### config.mk
export PLATFORM = sky130hd
export DESIGN_NAME = rv_delay_line_param_flat
export DESIGN_NICKNAME = d
export VERILOG_FILES = /design/src/rtl/rv_delay_line_param_if.sv /design/src/rtl/rv_delay_line_param.sv /design/src/flat_wrapper.sv
export SDC_FILE = /design/constraint.sdc
export NUM_CORES = 1
export LEC_CHECK = 0
export BUFFER_PORTS_ARGS = -buffer_cell sky130_fd_sc_hd__buf_2
export CORE_AREA = 3 3 68 70
export CTS_CLUSTER_SIZE = 8
export DETAILED_ROUTE_END_ITERATION = 7
export DIE_AREA = 0 0 71 73
export HOLD_SLACK_MARGIN = 0.1
export PLACE_DENSITY_LB_ADDON = 0.25
export REMOVE_ABC_BUFFERS = 1
export SLEW_MARGIN = 40
export SYNTH_ARGS = -nofsm -noshare
export SYNTH_HDL_FRONTEND = slang
export SYNTH_SLANG_ARGS = --single-unit
### constraint.sdc
create_clock -name clock_port -period 1.92 [get_ports clock_port]
set_input_delay 0.576 -clock clock_port [delete_from_list [all_inputs] [get_ports clock_port]]
set_output_delay 0.576 -clock clock_port [all_outputs]
set_load 0.01 [all_outputs]
### src/rtl/rv_delay_line_param_if.sv
// Ready/valid channel carrying one WIDTH-bit payload per beat.
//   data  : payload, driven by the producer
//   valid : producer has a beat on data
//   ready : consumer accepts the beat this cycle
// master = producer side, slave = consumer side.
interface rv_delay_line_param_if #(
    parameter int unsigned WIDTH = 8
);
    logic [WIDTH-1:0] data;
    logic             valid;
    logic             ready;

    modport master (output data, output valid, input ready);
    modport slave  (input data, input valid, output ready);
endinterface

### src/rtl/rv_delay_line_param.sv
// Parametrised ready/valid delay line: DEPTH forward-registered stages of
// WIDTH bits, minimum latency DEPTH cycles, 1 beat/cycle sustained.
// Ready is combinational back through the chain; valid/data are registered.
// Optional fill-level monitor enabled by defining RV_DELAY_LEVEL_EN.
// Ports:
//   clock_port  : clock, rising edge
//   reset_port  : synchronous active-low reset
//   flush       : synchronous clear of all stage valids (data held)
//   input_port  : upstream channel (slave modport)
//   output_port : downstream channel (master modport)
//   level/empty/full : registered fill level and its decodes (RV_DELAY_LEVEL_EN)
module rv_delay_line_param #(
    parameter int unsigned      WIDTH      = 8,
    parameter int unsigned      DEPTH      = 5,
    parameter logic [WIDTH-1:0] RESET_DATA = '0
) (
    input  logic                         clock_port,
    input  logic                         reset_port,
    input  logic                         flush,
    rv_delay_line_param_if.slave         input_port,
    rv_delay_line_param_if.master        output_port
`ifdef RV_DELAY_LEVEL_EN
    ,
    output logic [$clog2(DEPTH+1)-1:0]   level,
    output logic                         empty,
    output logic                         full
`endif
);

    logic [DEPTH-1:0] v;
    logic [WIDTH-1:0] d   [DEPTH];
    logic [DEPTH-1:0] vin;
    logic [WIDTH-1:0] din [DEPTH];
    // rdy[i] is ready into stage i; rdy[DEPTH] is the downstream ready
    logic [DEPTH:0]   rdy;

    assign rdy[DEPTH] = output_port.ready;

    // Per-stage ready chain and stage input selection
    for (genvar i = 0; i < DEPTH; i++) begin : g_stage
        assign rdy[i] = ~v[i] | rdy[i+1];
        if (i == 0) begin : g_head
            assign vin[i] = input_port.valid;
            assign din[i] = input_port.data;
        end else begin : g_body
            assign vin[i] = v[i-1];
            assign din[i] = d[i-1];
        end
    end

    // Flush blocks transfers on both sides for the cycle it is asserted
    assign input_port.ready  = rdy[0] & ~flush;
    assign output_port.valid = v[DEPTH-1] & ~flush;
    assign output_port.data  = d[DEPTH-1];

    // Stage registers: data loads only on accept, valid clears on hand-off
    always_ff @(posedge clock_port) begin
        if (!reset_port) begin
            v <= '0;
            for (int i = 0; i < DEPTH; i++) begin
                d[i] <= RESET_DATA;
            end
        end else if (flush) begin
            v <= '0;
        end else begin
            for (int i = 0; i < DEPTH; i++) begin
                if (vin[i] && rdy[i]) begin
                    d[i] <= din[i];
                    v[i] <= 1'b1;
                end else if (rdy[i+1] && v[i]) begin
                    v[i] <= 1'b0;
                end
            end
        end
    end

`ifdef RV_DELAY_LEVEL_EN
    localparam int unsigned LVL_W = $clog2(DEPTH + 1);

    logic             in_acc_c;
    logic             out_xfer_c;
    logic [LVL_W-1:0] level_nxt;

    assign in_acc_c   = input_port.valid & input_port.ready;
    assign out_xfer_c = output_port.valid & output_port.ready;

    // Next fill level from the two handshakes
    always_comb begin
        level_nxt = level;
        if (in_acc_c && !out_xfer_c) begin
            level_nxt = level + LVL_W'(1);
        end else if (!in_acc_c && out_xfer_c) begin
            level_nxt = level - LVL_W'(1);
        end
    end

    // Level and its decodes registered together so they never disagree
    always_ff @(posedge clock_port) begin
        if (!reset_port || flush) begin
            level <= '0;
            empty <= 1'b1;
            full  <= 1'b0;
        end else begin
            level <= level_nxt;
            empty <= (level_nxt == '0);
            full  <= (level_nxt == LVL_W'(DEPTH));
        end
    end
`endif

endmodule

### src/flat_wrapper.sv
// flat-port wrapper written by rule: the top's interface ports become plain ports
module rv_delay_line_param_flat 
#(
    parameter int unsigned      WIDTH      = 8,
    parameter int unsigned      DEPTH      = 5,
    parameter logic [WIDTH-1:0] RESET_DATA = '0
)
  (clock_port, reset_port, flush, input_port_data, input_port_valid, input_port_ready, output_port_data, output_port_valid, output_port_ready);
  rv_delay_line_param_if #(.WIDTH(WIDTH)) input_port_i ();
  rv_delay_line_param_if #(.WIDTH(WIDTH)) output_port_i ();
  input  logic clock_port;
  input  logic reset_port;
  input  logic flush;
  input wire logic [$bits(input_port_i.data)-1:0] input_port_data;
  input wire logic [$bits(input_port_i.valid)-1:0] input_port_valid;
  output wire logic [$bits(input_port_i.ready)-1:0] input_port_ready;
  output wire logic [$bits(output_port_i.data)-1:0] output_port_data;
  output wire logic [$bits(output_port_i.valid)-1:0] output_port_valid;
  input wire logic [$bits(output_port_i.ready)-1:0] output_port_ready;
  assign input_port_i.data = input_port_data;
  assign input_port_i.valid = input_port_valid;
  assign input_port_ready = input_port_i.ready;
  assign output_port_data = output_port_i.data;
  assign output_port_valid = output_port_i.valid;
  assign output_port_i.ready = output_port_ready;
  rv_delay_line_param #(.WIDTH(WIDTH), .DEPTH(DEPTH), .RESET_DATA(RESET_DATA)) u_core (.clock_port(clock_port), .reset_port(reset_port), .flush(flush), .input_port(input_port_i), .output_port(output_port_i));
endmodule
==> run_results.csv <==
group,metric,value,unit
yosys,synth_compound_area_share,18.7,%
power,peakVddDrop,0.361,mV
critical_path,crit_fanout,4,
placed_design,gp_congestion,0.665,
status,status,"complete, no violations",
detailed_routing,drc_errors,0,
yosys,ys_ff_latch,45,
detailed_routing,drt_first_pass_iters,6,
sta,final.period_utilization,95.4,%
critical_path,arrival,1.26,ns
grt,grt_remaining_overflow,0,
grt,grtUsageTotal,13.6,%
sta,relSlewSlack,86.2,%
floorplan,fp.dieH,73,um
clock_network,clkTransAtPathRegs,0.07,ns
yosys,syn_inst,176,
finish,diodes,0,
yosys,ys.warnings.count,0,
yosys,synth.distinct_cells,24,
clock_network,hold_buffers,0,
hold_path,hold-path-cell-count,3,
sta,drv_slew,0,
clock_network,cts_tree,"yes",
clock_network,root_buffer,"clkbuf_8",
clock_network,cts_made_buffers,5,
grt,grt_max_degree,41,
finish,areaGrowthSynthToFinish,9.70,%
clock_network,cts.sinks,45,
sta,fmax,546,MHz
yosys,synth_top_family_by_area,"compound AO/OA/AOI/OAI gates",
floorplan,start_util,52.5,%
detailed_routing,vias_per_cell,5.30,
sta,hold_viol_final,0,
yosys,avgSynthCellArea,12.0,um^2
critical_path,ff2ff_path_depth,4,
placed_design,port_buffers,22,
yosys,synth_xor_area_share,0,%
detailed_routing,drtIter0Drc,52,
detailed_routing,drt-total-wl,3.12,mm
yosys,synth_top_cell_by_area,"edfxtp_1",
power,power_density,780,nW/um^2
critical_path,worstSetupEndpointType,"output pin",
sta,rsz0062_at_grt,"no",
clock_network,clkLatencyLatePin,0.30,ns
yosys,synth.area.top_cells,"edfxtp_1, a31oi_1, inv_1",
placed_design,post_dp_cell_area,2230,um^2
sta,worst_pin_slew,0.205,ns
finish,nets,204,
floorplan,fp.dieW,71,um
flow_run,max_cap_viol_count,0,
yosys,synth_top_area_share,56.8,%
finish,final_area,2320,um^2
hold_path,hp-class,"primary input to flop",
sta,setup_viol,0,
critical_path,worst_setup_path_start_kind,"primary input",
yosys,yosys.area_share.simple,5.26,%
critical_path,crit_type,"primary input to output pin",
detailed_routing,ant_nets,0,
grt,grt_pass1_vias,1252,
detailed_routing,routed-via-count,1283,
floorplan,io_pins,23,
floorplan,rows,23,
floorplan,core-area,4030,um^2
sta,hold_slack,0.563,ns
clock_network,htreeDepth,2,
yosys,syn_area,2120,um^2
placed_design,dp_hpwl,1.94,mm
yosys,yosysSeqAreaShare,61.5,%
finish,layout_common_cells,"inv_1, edfxtp_1, a31oi_1",
yosys,synth_fa_ha_area_share,0,%
finish,drive_above_1_share,27.1,%
finish,n_fill_cell,317,
sta,fin_skew,0.00838,ns
grt,grt_antenna_before_repair,0,
clock_network,cts_buffer_depth,2,
power,p_leak,0.000920,uW
yosys,muxShareOfSynthArea,0,%
sta,period_needed,1.83,ns
detailed_routing,wl_per_cell,12.9,um
critical_path,critPathRequiredTime,1.34,ns
grt,grt_pass1_wl,5.46,mm
floorplan,die-area,5180,um^2
flip-flops by register name (all words and copies together) (netlist names):
name and count:
u_core.v 5, u_core.d 40
where the power goes:
| part | total, uW | internal [uW] | leakage (uW) | switching [uW] |
|---|---|---|---|---|
| combinational | 124 | 52.4 | 0.000419 | 71.7 |
| clock | 560 | 251 | 0.0000439 | 309 |
| sequential | 1130 | 1110 | 0.000457 | 12.9 |
| total | 1810 | 1420 | 0.000920 | 394 |
worst max-delay path, cell delays in order:
cell     delay [ns]
buf_2          0.10
and4b_2        0.25
a31oi_1        0.17
buf_2          0.16
logic make-up after synthesis:
kind of cell,count (synthesis)
DFF,45
AOI/OAI and AO/OA,52
and+or+nand+nor,17
buffers and inverters,62
cell usage after synthesis:
cell type,instances
edfxtp_1,40
inv_1,40
a31oi_1,31
a31oi_2,11
buf_4,9
nor2b_1,6
buf_6,5
clkbuf_1,5
dfxtp_1,5
o21a_1,4
o21ai_0,4
nand2b_1,3
buf_2,2
a21bo_2,1
and2_1,1
and3b_1,1
and4b_1,1
buf_1,1
nand2_1,1
nand3_1,1
nand4b_1,1
nor2_1,1
o21ai_1,1
or3b_1,1
what timing repair did:
action	CTS	global route
resized for setup	0	1
setup endpoints to repair	0	1
setup buffers	0	0
hold endpoints to repair	0	0
metrics by stage:
stage	utilization [%]	power [uW]	setup TNS [ns]	worst slack, ns	cells
6_report	57.6	1810	0	0.0881	242
5_1_grt	57.6	1900	0	0.00587	242
4_1_cts	57.6	1820	0	0.0624	242
3_5_place_dp	55.4	1270	0	0.0653	234
3_3_place_gp	55.4	1260	0	0.0902	234
2_1_floorplan	-	1220	-37.09	-0.919	154
area by class of cell:
type                            instances  area, um^2  share of cell area [%]
Clock buffer                            5        68.8                    2.96
Clock inverter                          3        17.5                   0.755
Inverter                               40         150                    6.47
Multi-Input combinational cell         69         513                    22.1
Sequential cell                        45        1300                    56.1
Tap cell                               50        62.6                    2.70
Timing Repair Buffer                   30         208                    8.95
worst paths after layout:
path,startpoint,end,slack (ns)
max,output_port_ready,input_port_ready,0.09
min,input_port_valid,u_core.v[0],0.56
max reg2reg,u_core.v[3],u_core.d[0][27],0.41
min reg2reg,u_core.v[0],u_core.v[1],0.57
metal layers:
layer	vias up	part of all wire [%]	wire (um)	track usage (%)
met4	0	1.3	42	4.38
met3	7	4.4	138	4.96
met5	-	0	0	0
li1	645	-	-	-
met2	26	52	1620	24.8
met1	605	42	1320	14.6
Power figures use the tool's default switching activity.
